## src/rtl/prio_pkg.sv

```systemverilog
// rtl/prio_pkg.sv - shared constants and types for the priority input path
package prio_pkg;

  // Width of the input vector feeding the priority encoder.
  localparam int DATA_W = 8;

  // Default number of stable synchronized samples before a bit change is accepted.
  localparam int DEBOUNCE_CYCLES_DEF = 16;

  // Priority encoder index width and types.
  localparam int PRIO_IDX_W = $clog2(DATA_W);

  typedef logic [DATA_W-1:0]     prio_vec_t;
  typedef logic [PRIO_IDX_W-1:0] prio_idx_t;

  // Bits needed to hold a count of 0..cycles.
  function automatic int cnt_width(input int cycles);
    return $clog2(cycles + 1);
  endfunction

endpackage

```

## src/rtl/priority_input_debouncer_if.sv

```systemverilog
// rtl/priority_input_debouncer_if.sv - enable/raw inputs and debounced outputs bundle
import prio_pkg::*;

interface priority_input_debouncer_if;
  logic      ena;
  prio_vec_t raw;
  prio_vec_t data;
  logic      changed;
  logic      busy;

  // Driver side: supplies enable and raw levels, observes debounced results.
  modport master (
    output ena,
    output raw,
    input  data,
    input  changed,
    input  busy
  );

  // Debouncer side.
  modport slave (
    input  ena,
    input  raw,
    output data,
    output changed,
    output busy
  );
endinterface

```

## src/rtl/debounce_bit.sv

```systemverilog
// rtl/debounce_bit.sv - one-bit synchronizer, stability counter and data flop
import prio_pkg::*;

module debounce_bit #(
  parameter int DEBOUNCE_CYCLES = DEBOUNCE_CYCLES_DEF
) (
  input  logic clk,
  input  logic rst_n,
  input  logic ena,
  input  logic raw,
  output logic data,
  output logic update,
  output logic busy_next
);

  localparam int            CW   = cnt_width(DEBOUNCE_CYCLES);
  localparam logic [CW-1:0] LAST = CW'(DEBOUNCE_CYCLES - 1);

  logic          sync_meta;
  logic          sync;
  logic [CW-1:0] cnt;
  logic [CW-1:0] cnt_next;
  logic          data_next;

  // Next-state: clear on agreement, count while enabled, accept on the last count.
  always_comb begin
    cnt_next  = cnt;
    data_next = data;
    update    = 1'b0;
    if (sync == data) begin
      cnt_next = '0;
    end else if (ena) begin
      if (cnt == LAST) begin
        data_next = sync;
        cnt_next  = '0;
        update    = 1'b1;
      end else begin
        cnt_next = cnt + CW'(1);
      end
    end
    busy_next = (cnt_next != '0);
  end

  // Two-flop synchronizer plus counter and accepted-data state.
  always_ff @(posedge clk or negedge rst_n) begin
    if (!rst_n) begin
      sync_meta <= 1'b0;
      sync      <= 1'b0;
      cnt       <= '0;
      data      <= 1'b0;
    end else begin
      sync_meta <= raw;
      sync      <= sync_meta;
      cnt       <= cnt_next;
      data      <= data_next;
    end
  end

endmodule

```

## src/rtl/priority_input_debouncer.sv

```systemverilog
// rtl/priority_input_debouncer.sv - eight independent debouncers with change strobe and busy flag
import prio_pkg::*;

module priority_input_debouncer #(
  parameter int DEBOUNCE_CYCLES = DEBOUNCE_CYCLES_DEF
) (
  input  logic                        clk,
  input  logic                        rst_n,
  priority_input_debouncer_if.slave   bus
);

  prio_vec_t data_bits;
  prio_vec_t upd;
  prio_vec_t busy_nx;
  logic      changed_q;
  logic      busy_q;

  for (genvar i = 0; i < DATA_W; i++) begin : g_bit
    debounce_bit #(
      .DEBOUNCE_CYCLES(DEBOUNCE_CYCLES)
    ) u_bit (
      .clk       (clk),
      .rst_n     (rst_n),
      .ena       (bus.ena),
      .raw       (bus.raw[i]),
      .data      (data_bits[i]),
      .update    (upd[i]),
      .busy_next (busy_nx[i])
    );
  end

  // One strobe per accepting edge no matter how many bits flip; busy mirrors the counters just loaded.
  always_ff @(posedge clk or negedge rst_n) begin
    if (!rst_n) begin
      changed_q <= 1'b0;
      busy_q    <= 1'b0;
    end else begin
      changed_q <= |upd;
      busy_q    <= |busy_nx;
    end
  end

  assign bus.data    = data_bits;
  assign bus.changed = changed_q;
  assign bus.busy    = busy_q;

endmodule

```

## src/flat_wrapper.sv

```systemverilog
// flat-port wrapper written by rule: the top's interface ports become plain ports
module priority_input_debouncer_flat 
#(
  parameter int DEBOUNCE_CYCLES = DEBOUNCE_CYCLES_DEF
)
  (clk, rst_n, bus_ena, bus_raw, bus_data, bus_changed, bus_busy);
  priority_input_debouncer_if bus_i ();
  input  logic clk;
  input  logic rst_n;
  input wire logic [$bits(bus_i.ena)-1:0] bus_ena;
  input wire logic [$bits(bus_i.raw)-1:0] bus_raw;
  output wire logic [$bits(bus_i.data)-1:0] bus_data;
  output wire logic [$bits(bus_i.changed)-1:0] bus_changed;
  output wire logic [$bits(bus_i.busy)-1:0] bus_busy;
  assign bus_i.ena = bus_ena;
  assign bus_i.raw = bus_raw;
  assign bus_data = bus_i.data;
  assign bus_changed = bus_i.changed;
  assign bus_busy = bus_i.busy;
  priority_input_debouncer #(.DEBOUNCE_CYCLES(DEBOUNCE_CYCLES)) u_core (.clk(clk), .rst_n(rst_n), .bus(bus_i));
endmodule
```

## config.mk

```make
export PLATFORM = sky130hd
export DESIGN_NAME = priority_input_debouncer_flat
export DESIGN_NICKNAME = d
export VERILOG_FILES = /design/src/rtl/prio_pkg.sv /design/src/rtl/priority_input_debouncer_if.sv /design/src/rtl/debounce_bit.sv /design/src/rtl/priority_input_debouncer.sv /design/src/flat_wrapper.sv
export SDC_FILE = /design/constraint.sdc
export NUM_CORES = 1
export LEC_CHECK = 0
export ABC_AREA = 1
export BUFFER_PORTS_ARGS = -buffer_cell sky130_fd_sc_hd__buf_4
export CORE_AREA = 5 5 93 95
export CTS_BUF_LIST = sky130_fd_sc_hd__clkbuf_16
export DETAILED_ROUTE_END_ITERATION = 12
export DIE_AREA = 0 0 98 100
export PLACE_DENSITY = 0.57
export SYNTH_ARGS = -nofsm -noshare
export SYNTH_HDL_FRONTEND = slang
export SYNTH_SLANG_ARGS = --single-unit
export TNS_END_PERCENT = 100
```

## constraint.sdc

```tcl
create_clock -name clk -period 1.9 [get_ports clk]
set_clock_uncertainty 0.05 [all_clocks]
set_input_delay 0.38 -clock clk [delete_from_list [all_inputs] [get_ports clk]]
set_output_delay 0.38 -clock clk [all_outputs]
set_load 0.1 [all_outputs]
```

Yosys cells after proc, flatten, opt, wreduce, memory -nomap -nowiden
Cells that the tools add are included.
{"block": "totals", "regBits": 66, "inputBits": 11, "output_inout_bits": 10, "elab_cells": 132}
{"block": "classes", "add_sub_neg": 8, "n_eq_ne": 16, "muxes": 48, "bitwise_logic": 8, "reduce_logical": 18}
{"cell": "5-bit 2-to-1 mux", "count": 24}
{"cell": "5-bit by 1-bit adder with 5-bit output (second input constant)", "count": 8}
{"cell": "5-bit by 4-bit == test with 1-bit output (second input constant)", "count": 8}
{"cell": "5-bit nonzero test", "count": 8}
{"cell": "1-bit 2-to-1 mux", "count": 24}
{"cell": "3-bit AND reduction", "count": 8}
{"cell": "8-bit OR reduction", "count": 2}
{"cell": "1-bit == test", "count": 8}
{"cell": "1-bit NOT", "count": 8}

Depth between registers and ports, before layout
Gate-level depths: netlist of the first run.
{"block": "depth", "depth_word": 6, "ltp_mapped": 12, "depth_no_buf": 11}

Hierarchy
A second synthesis of the first run with hierarchy kept.
{"block": "hier_totals", "cells_unflattened": 456, "hier_area_um2": 3465.8}
{"mod": "debounce_bit", "instances": 8, "cells_each": 53, "area_per_inst_um2": 412.9, "seq_area_each_um2": 200.2}
{"mod": "priority_input_debouncer", "instances": 1, "cells_each": 32, "area_per_inst_um2": 162.7, "seq_area_each_um2": 50.0}

Worst setup path before layout of the first run
Ideal clock, no wire load.
{"block": "synth_timing", "path_kind": "register to register", "startpoint": "register u_core.g_bit[4].u_bit.cnt[0]", "endpoint": "register u_core.busy_q, in the netlist u_core.bus.busy", "setup_time_ns": 0.119, "t_arrival_ns": 1.258, "required_ns": 1.731, "slack_ns": 0.474, "path_stages_with_launch": 12, "path_buffers": 0, "period_less_slack_ns": 1.426, "path_cell_list": "dfrtp_1 -> ha_1 -> nand2_1 -> nand2_1 -> nand2_1 -> nand2_1 -> nor2_1 -> nand2_1 -> nor2_1 -> nand2_1 -> nor2_1 -> nand2_1"}
{"block": "synth_between", "elab_chain_cells": 6, "elab_cells_between_ends": 7, "cone_classes": "1 x add/sub; 1 x eq/ne; 3 x mux; 2 x reduce/logical"}
{"item": "start, declared", "line_no": "debounce_bit.sv:21", "rtl": "logic [CW-1:0] cnt;"}
{"item": "start signal, assigned", "line_no": "debounce_bit.sv:54", "rtl": "cnt <= cnt_next;"}
{"item": "5-bit by 1-bit adder with 5-bit output / 5-bit by 4-bit == test with 1-bit output (equally long branches)", "line_no": "debounce_bit.sv:38, debounce_bit.sv:33"}
{"item": "5-bit 2-to-1 mux", "line_no": "debounce_bit.sv:33", "rtl": "if (cnt == LAST) begin"}
{"item": "5-bit 2-to-1 mux (*)", "line_no": "debounce_bit.sv:32", "rtl": "end else if (ena) begin"}
{"item": "5-bit 2-to-1 mux (*)", "line_no": "debounce_bit.sv:30", "rtl": "if (sync == data) begin"}
{"item": "5-bit nonzero test (*)", "line_no": "debounce_bit.sv:41", "rtl": "busy_next = (cnt_next != '0);"}
{"item": "8-bit OR reduction (*)", "line_no": "priority_input_debouncer.sv:39", "rtl": "busy_q <= |busy_nx;"}
{"item": "end signal, assigned", "line_no": "priority_input_debouncer.sv:39"}
{"item": "end, declared", "line_no": "priority_input_debouncer.sv:16", "rtl": "logic busy_q;"}
Every way passes the cells marked *; elsewhere a longest branch is shown, timed or not.
A chain may end at the register's enable or synchronous reset.

Worst setup path in the final report of the first run
{"block": "layout_timing", "startpoint": "register u_core.g_bit[5].u_bit.cnt[0]", "endpoint": "register u_core.busy_q, in the netlist u_core.bus.busy"}
{"block": "layout_between", "elab_chain_cells": 6, "elab_cells_between_ends": 7, "cone_classes": "1 x add/sub; 1 x eq/ne; 3 x mux; 2 x reduce/logical"}
{"item": "start, declared", "line_no": "debounce_bit.sv:21"}
{"item": "start signal, assigned", "line_no": "debounce_bit.sv:54"}
{"item": "5-bit by 1-bit adder with 5-bit output / 5-bit by 4-bit == test with 1-bit output (equally long branches)", "line_no": "debounce_bit.sv:38, debounce_bit.sv:33"}
{"item": "5-bit 2-to-1 mux (*)", "line_no": "debounce_bit.sv:33"}
{"item": "5-bit 2-to-1 mux (*)", "line_no": "debounce_bit.sv:32"}
{"item": "5-bit 2-to-1 mux (*)", "line_no": "debounce_bit.sv:30"}
{"item": "via u_core.g_bit[5].u_bit.cnt_next[4]", "line_no": "debounce_bit.sv:22", "rtl": "logic [CW-1:0] cnt_next;"}
{"item": "5-bit nonzero test (*)", "line_no": "debounce_bit.sv:41"}
{"item": "8-bit OR reduction (*)", "line_no": "priority_input_debouncer.sv:39"}
The timed path passes the listed nets; every way through them passes the cells marked *.

==> results of run 1 <==
-- power by group through the flow --
stage | clock network [mW] | registers, mW | logic, mW
final | 1.43 | 1.51 | 0.296
after global routing | 1.54 | 1.51 | 0.348
after CTS | 1.47 | 1.51 | 0.302
after detailed placement | 0 | 1.53 | 0.298
after global placement | 0 | 1.53 | 0.296
after floorplan | 0 | 1.53 | 0.200
-- stage by stage --
step	power, mW	hold WS, ns	setup slack, ns
floorplan	1.73	0.0344	0.474
global placement	1.82	0.264	0.0532
detailed placement	1.83	0.264	0.0413
CTS	3.27	0.101	0.239
global route	3.40	0.0941	0.0249
finish	3.23	0.111	0.294
-- cell families after synthesis --
logic type,count (synthesis),share of synthesized area (%)
buf+inv,76,10.4
simple gates,249,32.5
compound gates,25,3.91
flops,66,48.6
fa+ha+maj,8,2.95
xor+xnor,6,1.55
-- critical path, delay by kind of cell, from the launching register on --
family	cells	cell delay [ns]
and+or+nand+nor	9	0.90
DFF	1	0.38
adders and majority gates	1	0.18
-- layout by cell type (no fill, tap or decap), types with 2 or more instances in the layout --
cell       Yosys  final
inv_1         62     64
nor2_2         2      2
o22ai_1        2      2
o21ai_0       15     15
nor2_1        55     55
a21oi_1        4      4
nand3_4        4      4
xor2_1         5      5
o21ai_1        2      2
nand2_1      151    151
nor2_4         3      3
nand4_1        2      2
nand2_2        3      3
buf_12         1      2
dfrtp_1       66     66
clkbuf_16      0      9
nand3_1       22     22
nor3_4         2      2
ha_1           8      8
clkinv_2       0      4
nor3_1         2      2
buf_4         10     24
nand3_2        2      2
-- path summary, 6_finish.rpt --
check                                                          startpoint                                        end  cells past startpoint
worst max register to register     u_core.g_bit[5].u_bit.cnt[0]$_DFF_PN0_                  u_core.bus.busy$_DFF_PN0_                     10
min in group asynchronous                                           rst_n       u_core.g_bit[4].u_bit.sync$_DFF_PN0_                      2
worst min-delay path                                           bus_raw[1]  u_core.g_bit[1].u_bit.sync_meta$_DFF_PN0_                      1
max in group asynchronous                                           rst_n     u_core.g_bit[6].u_bit.cnt[3]$_DFF_PN0_                      3
worst max-delay path               u_core.g_bit[5].u_bit.cnt[0]$_DFF_PN0_                  u_core.bus.busy$_DFF_PN0_                     10
worst min register to register  u_core.g_bit[0].u_bit.sync_meta$_DFF_PN0_       u_core.g_bit[0].u_bit.sync$_DFF_PN0_                      0
-- area by class of cell --
cell class	count	area [um2]
multi-input combinational	288	1390
tap	102	128
inverter	63	236
fill	730	3760
clock buffer	9	225
timing repair buffer	27	230
clock inverter	6	27.5
sequential	66	1650
-- registers in the layout, indices dropped and copies added (netlist names) --
| signal | flops |
|---|---|
| u_core.bus.changed | 1 |
| u_core.bus.busy | 1 |
| u_core.g_bit.u_bit.sync_meta | 8 |
| u_core.g_bit.u_bit.data | 8 |
| u_core.g_bit.u_bit.sync | 8 |
| u_core.g_bit.u_bit.cnt | 40 |
-- what timing repair did --
item,CTS,global route
hold buffers,1,0
hold endpoints to repair,24,0
endpoints found under the setup margin,0,0
setup buffers,0,0
-- layer usage --
layer  part of all wire [%]  vias up  GRT usage (%)
li1                       -     1362              -
met1                     46     1201           18.5
met2                     49       31           25.6
met3                    3.6        8           4.52
met4                    1.5        0           4.58
met5                      0        -              0
==> impl_metrics.env, run 1 <==
export IMPL_fmax_mhz=623
export IMPL_dp_cells=545
export IMPL_max_cap_viol_count=0
export IMPL_clk_path_buf_depth=2
export IMPL_portBuffers=20
export IMPL_avgSynthCellArea_um2=7.90
export IMPL_yosysTopAreaCell="dfrtp_1"
export IMPL_diodes=0
export IMPL_cts_buffers=9
export IMPL_dr_pass1_iters=4
export IMPL_async_flop_share_pct=100
export IMPL_route_vias_total=2602
export IMPL_leakagePower_nw=2.07
export IMPL_place_hpwl_um=4910
export IMPL_slew_headroom_pct=77.5
export IMPL_final_core_util_pct=50.9
export IMPL_rows=32
export IMPL_yosysWarnings=0
export IMPL_p_int_mw=2.42
export IMPL_gr_total_overflow=0
export IMPL_place_area_mm2=0.00363
export IMPL_die_h_um=100
export IMPL_crit_fanout=3
export IMPL_hold_class="in2reg"
export IMPL_syn_nets=449
export IMPL_rsz0062_at_grt="no"
export IMPL_grt_pass1_vias=2668
export IMPL_start_util_pct=44.4
export IMPL_cts_resized=0
export IMPL_clk_pin_slew_ns=0.05
export IMPL_ys_types=27
export IMPL_instances_no_fill=561
export IMPL_cts_tree="yes"
export IMPL_synth_top_cell_area_share_pct=48.6
export IMPL_status="finished clean"
export IMPL_syn_area_mm2=0.00340
export IMPL_seq_power_share_pct=46.6
export IMPL_post_route_period_util_pct=84.5
export IMPL_combinationalPowerShare_pct=9.2
export IMPL_seq_area_frac_synth_pct=48.6
export IMPL_drt_initial_drc_count=59
export IMPL_worstSetupPathType="reg2reg"
export IMPL_slew_violations=0
export IMPL_synth_main_ff_cell="dfrtp_1"
export IMPL_p_per_area_mw_per_mm2=830
export IMPL_remaining_drc_errors=0
export IMPL_pwr_share_clk_pct=44.2
export IMPL_core_mm2=0.00765
export IMPL_cp_required_ns=2.06
export IMPL_setup_worst_path_start_class="flip-flop"
export IMPL_pin_count=21
export IMPL_ant_nets=0
export IMPL_syn_to_final_growth_pct=14.5
export IMPL_finalWeightedCongestion=0.855
export IMPL_wl_per_cell_um=11.9
export IMPL_syn_inst=430
export IMPL_cpMaxStageDelayCell="dfrtp_1"
export IMPL_crit_chain="ha_1, nand3_1, nor2_1, nor2_1, nor2_1, nand2_1, nor2_1, nand2_1, nor2_1, nand2_1"
export IMPL_peakVddDrop_v=0.000422
export IMPL_switching_share_pct=25.0
export IMPL_fin_crit_ns=1.61
export IMPL_layout_drive_gt1_share_pct=12.4
export IMPL_cts_root_buffer_cell="clkbuf_16"
export IMPL_htree_levels=3
export IMPL_critical_path_max_stage_delay_ns=0.38
export IMPL_hold_violations=0
export IMPL_p_switching_uw=807
export IMPL_ys_ff_latch=66
export IMPL_setup_viol=0
export IMPL_clk_latency_ns=0.32
export IMPL_worstMarginPinSlew_ns=0.338
export IMPL_worst_setup_path_end_kind="flip-flop"
export IMPL_drt_vias_per_instance=4.64
export IMPL_path_common_cell="nor2_1"
export IMPL_final_area_mm2=0.00389
export IMPL_arrival_ns=1.77
export IMPL_synthTopCellsByArea="dfrtp_1 (49%), nand2_1 (17%), inv_1 (6.9%)"
export IMPL_dieArea_mm2=0.00980
export IMPL_reg2reg_slack_ns=0.29
export IMPL_synth_most_common_cell="nand2_1"
export IMPL_setup_tns_ns=0
export IMPL_routed_wl_um=6680
export IMPL_cts_sinks=66
export IMPL_synth_edf_count=0
export IMPL_ys_top_cells_by_count="nand2_1 (151), dfrtp_1 (66), inv_1 (62)"
export IMPL_die_w_um=98
export IMPL_num_nets_final=474
export IMPL_grt_max_degree=43
export IMPL_grt_pass1_wl_um=11900
export IMPL_grt_usage_pct=15.1
export IMPL_antenna_found_initial=0
(Power assumes the default switching activity.)
==> run 2, diff against run 1 <==
Clock period 1.9 ns to 1.59 ns, I/O delays scaled along.
==> run 2 against run 1 <==
The run now ends with setup timing left. Via count rose by 5.9%. Critical path type unchanged. Count of clock-buffer cells in the layout unchanged. Clock power up 31%. Die area unchanged. Register-to-register slack worse by 0.31 ns. Sequential share of layout area is 4.0 points lower.
==> impl_metrics.env, run 2 (synthesis gave the netlist of run 1 again) <==
export IMPL_htree_levels=3
export IMPL_finalWeightedCongestion=0.827
export IMPL_worstSetupPathType="reg2reg"
export IMPL_pin_count=21
export IMPL_fmax_mhz=624
export IMPL_total_power_mw=4.14
export IMPL_reg2reg_slack_ns=-0.01
export IMPL_reg2regPathDepth=11
export IMPL_core_mm2=0.00765
export IMPL_grt_usage_pct=15.6
export IMPL_holdPathEnd="u_core.g_bit[1].u_bit.sync_meta$_DFF_PN0_"
export IMPL_worstMarginPinSlew_ns=0.510
export IMPL_clk_latency_ns=0.33
export IMPL_fin_crit_ns=1.60
export IMPL_crit_fanout=2
export IMPL_start_util_pct=44.4
export IMPL_cp_startpoint="u_core.g_bit[1].u_bit.cnt[0]$_DFF_PN0_"
export IMPL_p_per_area_mw_per_mm2=964
export IMPL_cp_required_ns=1.76
export IMPL_die_h_um=100
export IMPL_arrival_ns=1.77
export IMPL_instances_no_fill=600
export IMPL_route_vias_total=2756
export IMPL_rsz0062_at_grt="yes"
export IMPL_remaining_drc_errors=0
export IMPL_final_cell_mix="nand2_1 (143), dfrtp_1 (66), inv_1 (65)"
export IMPL_slew_violations=0
export IMPL_drt_initial_drc_count=81
export IMPL_hold_violations=0
export IMPL_ant_nets=0
export IMPL_max_cap_viol_count=0
export IMPL_place_ws_ns=-0.100
export IMPL_cts_sinks=66
export IMPL_setup_viol=1
export IMPL_syn_to_final_growth_pct=26.3
export IMPL_regMostFlops="u_core.g_bit.u_bit.cnt"
export IMPL_layout_drive_gt1_share_pct=23.5
export IMPL_holdPathStages=1
export IMPL_hold_class="in2reg"
export IMPL_clk_pin_slew_ns=0.05
export IMPL_rr_endpoint="u_core.bus.busy$_DFF_PN0_"
export IMPL_n_fill_cell=696
export IMPL_portBuffers=20
export IMPL_peakVddDrop_v=0.000503
export IMPL_grt_pass1_wl_um=12300
export IMPL_post_route_period_util_pct=101
export IMPL_dieArea_mm2=0.00980
export IMPL_cts_tree="yes"
export IMPL_layout_commonest_cell="nand2_1"
export IMPL_grt_pass1_vias=2671
export IMPL_rows=32
export IMPL_grt_max_degree=38
export IMPL_routed_wl_um=7050
export IMPL_setup_worst_path_start_class="flip-flop"
export IMPL_die_w_um=98
export IMPL_setup_slack_ns=-0.0118
export IMPL_leakagePower_nw=2.26
export IMPL_num_nets_final=512
export IMPL_place_hpwl_um=5100
export IMPL_clk_path_buf_depth=2
export IMPL_dp_cells=578
export IMPL_diodes=0
export IMPL_wl_per_cell_um=11.8
export IMPL_holdCritStartpoint="bus_raw[1]"
export IMPL_gr_total_overflow=0
export IMPL_timing_rr_start="u_core.g_bit[1].u_bit.cnt[0]$_DFF_PN0_"
export IMPL_place_area_mm2=0.00387
export IMPL_violations="setup timing"
export IMPL_cts_buffers=9
export IMPL_holdWs_ns=0.0439
export IMPL_worst_setup_path_end_kind="flip-flop"
export IMPL_cts_root_buffer_cell="clkbuf_16"
export IMPL_status="complete, but fails checks"
export IMPL_slew_headroom_pct=66.0
export IMPL_dr_pass1_iters=4
export IMPL_largest_reg_flops=40
export IMPL_antenna_found_initial=0
export IMPL_final_area_mm2=0.00429
export IMPL_drt_vias_per_instance=4.59
run 2: changes by cell type in the layout (fill, tap and decap cells not counted), moves of 6 or more:
cell,before,now
buf_4,24,62
nand2_1,151,143
nand2_2,3,11
nor2_1,55,47
nor2_2,2,8
run 2: metrics by stage:
step / setup TNS [ns] / utilization [%]
final: -0.0118 / 56.1
after detailed placement: -0.100 / 50.7
after global placement: -0.105 / 50.7
after floorplan: 0 / -
after global routing: -0.134 / 56.1
after CTS: 0 / 55.1
run 2: report_power, final:
group / internal (mW) / total [mW] / switching [mW]
registers: 1.75 / 1.79 / 0.0451
clock network: 1.18 / 1.87 / 0.685
logic: 0.209 / 0.477 / 0.268
run 2: critical path, stage by stage (launching register included):
cell and delay, ns:
dfrtp_1 0.39, ha_1 0.29, nand2_1 0.06, nand2_1 0.06
nand2_2 0.08, nand2_2 0.07, nor2_4 0.11, nand2_1 0.06
nor2_1 0.10, nand2_1 0.06, nor2_1 0.11, nand2_1 0.05
run 2: timing repair:
| item | in CTS | in global routing |
|---|---|---|
| hold buffers | 1 | 0 |
| buffers inserted | 2 | 3 |
| gates resized for setup | 11 | 16 |
| endpoints found under the setup margin | 1 | 2 |
| endpoints found under the hold margin | 35 | 0 |
| pin swaps | 6 | 7 |
run 2: worst max-delay path by stage:
stage | endpoint | slack (ns) | cells past startpoint
finish | u_core.bus.busy$_DFF_PN0_ | -0.01 | 11
global placement | u_core.bus.busy$_DFF_PN0_ | -0.10 | 11
global route | u_core.bus.busy$_DFF_PN0_ | -0.13 | 11
CTS | u_core.bus.busy$_DFF_PN0_ | 0.001 | 11
detailed placement | u_core.bus.busy$_DFF_PN0_ | -0.10 | 11
floorplan | u_core.bus.busy$_DFF_PN0_ | 0.16 | 11
run 2: layer usage:
metal	part of all wire, %	vias to the layer above	global-route usage [%]
met5	0	-	0
met4	1.5	0	4.79
met3	3.3	16	4.31
met2	50	38	26.8
met1	45	1263	19.2
li1	-	1439	-
run 2: final cells by class:
class	instances	area, um2	area share (%)
Timing Repair Buffer	65	515	12.0
Sequential cell	66	1650	38.5
Clock buffer	9	225	5.25
Multi-Input combinational cell	288	1480	34.5
Tap cell	102	128	2.97
Clock inverter	7	53.8	1.25
Inverter	63	236	5.51
==> run 3, diff against run 2 <==
Settings changed: CORE_AREA 5 5 93 95 to 5 5 84 106, CTS_CLUSTER_SIZE from default to 28, DIE_AREA 0 0 98 100 to 0 0 89 111, GPL_TIMING_DRIVEN from default to 1.
==> run 3 against run 2 <==
The run now ends clean. Critical path depth is 1 lower. Via count fell by 1.6%. Count of clock-buffer cells in the layout unchanged. Sequential power barely moved. Total power hardly changed. Routed wire length fell by 3.4%. Cell area down 1.8%. First-iteration DRC count is 21% lower. Sequential share of layout area is 0.72 points higher. Non-clock buffer count decreased by 8. Die area is 0.81% higher. Final cell count down 2.5%. Critical path type unchanged. Largest power group unchanged. Highest routed layer unchanged.
==> impl_metrics.env, run 3 (synthesis gave the netlist of run 1 again) <==
export IMPL_status="finished clean"
export IMPL_clk_latency_ns=0.33
export IMPL_switching_share_pct=24.3
export IMPL_p_int_mw=3.13
export IMPL_routed_wl_um=6810
export IMPL_place_hpwl_um=4970
export IMPL_die_w_um=89
export IMPL_final_cell_mix="nand2_1 (149), dfrtp_1 (66), inv_1 (63)"
export IMPL_crit_fanout=5
export IMPL_remaining_drc_errors=0
export IMPL_layout_commonest_cell="nand2_1"
export IMPL_pwr_share_clk_pct=45.9
export IMPL_final_area_mm2=0.00421
export IMPL_rows=36
export IMPL_worst_setup_path_end_kind="flip-flop"
export IMPL_hold_class="in2reg"
export IMPL_grt_pass1_vias=2715
export IMPL_p_switching_mw=1.01
export IMPL_start_util_pct=44.1
export IMPL_seq_power_share_pct=43.4
export IMPL_leakagePower_nw=2.21
export IMPL_cp_required_ns=1.76
export IMPL_core_mm2=0.00770
export IMPL_timing_rr_start="u_core.g_bit[1].u_bit.cnt[0]$_DFF_PN0_"
export IMPL_grt_max_degree=67
export IMPL_fmax_mhz=630
export IMPL_clk_pin_slew_ns=0.06
export IMPL_cts_buffers=9
export IMPL_hold_violations=0
export IMPL_final_core_util_pct=54.7
export IMPL_cts_tree="yes"
export IMPL_diodes=0
export IMPL_route_vias_total=2713
export IMPL_arrival_ns=1.76
export IMPL_dr_pass1_iters=4
export IMPL_gr_total_overflow=0
export IMPL_post_route_period_util_pct=99.9
export IMPL_slew_headroom_pct=76.6
export IMPL_regMostFlops="u_core.g_bit.u_bit.cnt"
export IMPL_setup_tns_ns=0
export IMPL_layout_drive_gt1_share_pct=21.4
export IMPL_drt_initial_drc_count=64
export IMPL_p_per_area_mw_per_mm2=981
export IMPL_die_h_um=111
export IMPL_slew_violations=0
export IMPL_portBuffers=20
export IMPL_setup_worst_path_start_class="flip-flop"
export IMPL_htree_levels=3
export IMPL_largest_reg_flops=40
export IMPL_peakVddDrop_v=0.000755
export IMPL_total_power_mw=4.13
export IMPL_clk_path_buf_depth=2
export IMPL_grt_usage_pct=15.5
export IMPL_dp_cells=565
export IMPL_place_area_mm2=0.00381
export IMPL_finalWeightedCongestion=0.799
export IMPL_num_nets_final=504
export IMPL_setup_viol=0
export IMPL_rsz0062_at_grt="yes"
export IMPL_instances_no_fill=585
export IMPL_holdCritStartpoint="bus_raw[1]"
export IMPL_n_fill_cell=723
export IMPL_syn_to_final_growth_pct=24.0
export IMPL_drt_vias_per_instance=4.64
export IMPL_wl_per_cell_um=11.6
export IMPL_cts_sinks=66
export IMPL_max_cap_viol_count=0
export IMPL_dieArea_mm2=0.00988
export IMPL_worstMarginPinSlew_ns=0.350
export IMPL_cp_startpoint="u_core.g_bit[1].u_bit.cnt[0]$_DFF_PN0_"
export IMPL_fin_crit_ns=1.59
export IMPL_antenna_found_initial=0
export IMPL_pin_count=21
export IMPL_worstSetupPathType="reg2reg"
export IMPL_combinationalPowerShare_pct=10.7
export IMPL_cts_root_buffer_cell="clkbuf_16"
export IMPL_grt_pass1_wl_um=11800
export IMPL_ant_nets=0
==> run 3: cell types whose count changed in the layout (fill, tap and decap cells not counted), sizes merged <==
cell / change
buf: -8
clkinvlp: +2
inv: -2
==> run 3: critical path, stage by stage, from the launching register on <==
cell and delay (ns):
dfrtp_1 0.42, ha_4 0.17, nand3_4 0.09, nor2_4 0.10, nand2_2 0.09, nand3_2 0.08
nand2_1 0.05, nor2_1 0.16, nand2_1 0.10, nor2_1 0.11, nand2_1 0.05
==> run 3: per-stage QoR <==
stage,worst slack [ns],hold WS (ns)
6_report,0.00209,0.0432
5_1_grt,-0.121,0.0286
4_1_cts,0.000379,0.0311
3_5_place_dp,-0.0961,0.285
3_3_place_gp,-0.101,0.281
2_1_floorplan,0.164,-0.0276
==> run 3: layout make-up <==
cell class	count	area, um2	area share (%)
sequential	66	1650	39.2
clock inverter	7	61.3	1.46
tap	95	119	2.82
multi-input combinational	288	1480	35.0
timing repair buffer	57	443	10.5
inverter	63	236	5.61
clock buffer	9	225	5.35
==> run 3: routing by layer <==
layer / track usage, % / up-vias / share of wire, %
met3: 3.72 / 11 / 3.2
li1: - / 1418 / -
met2: 25.3 / 34 / 50
met5: 0 / - / 0
met1: 18.7 / 1250 / 44
met4: 7.65 / 0 / 2.9
==> run 3: path summary, 6_finish.rpt <==
kind / end / slack (ns) / cells past startpoint
setup / recovery: u_core.bus.busy$_DFF_PN0_ / 0.002 / 10
hold / removal: u_core.g_bit[1].u_bit.sync_meta$_DFF_PN0_ / 0.04 / 1
setup reg to reg: u_core.bus.busy$_DFF_PN0_ / 0.002 / 10
hold reg to reg: u_core.g_bit[5].u_bit.sync$_DFF_PN0_ / 0.29 / 0
max in group asynchronous: u_core.g_bit[6].u_bit.cnt[4]$_DFF_PN0_ / 0.73 / 3
min in group asynchronous: u_core.g_bit[4].u_bit.sync_meta$_DFF_PN0_ / 0.48 / 3
==> run 3: power groups by stage <==
stage          clock network (mW)  registers, mW  logic [mW]
4_1_cts                      1.95           1.79       0.428
3_3_place_gp                    0           1.82       0.416
6_report                     1.90           1.79       0.442
5_1_grt                      2.01           1.80       0.507
3_5_place_dp                    0           1.82       0.420
2_1_floorplan                   0           1.83       0.239
==> run 3: timing repair <==
action                                 4_1_cts  5_1_grt
gates resized for setup                      7       15
setup buffers                                1        2
hold buffers                                 1        0
endpoints found under the hold margin       66        0
setup endpoints to repair                    1        2
pin swaps                                    3        5
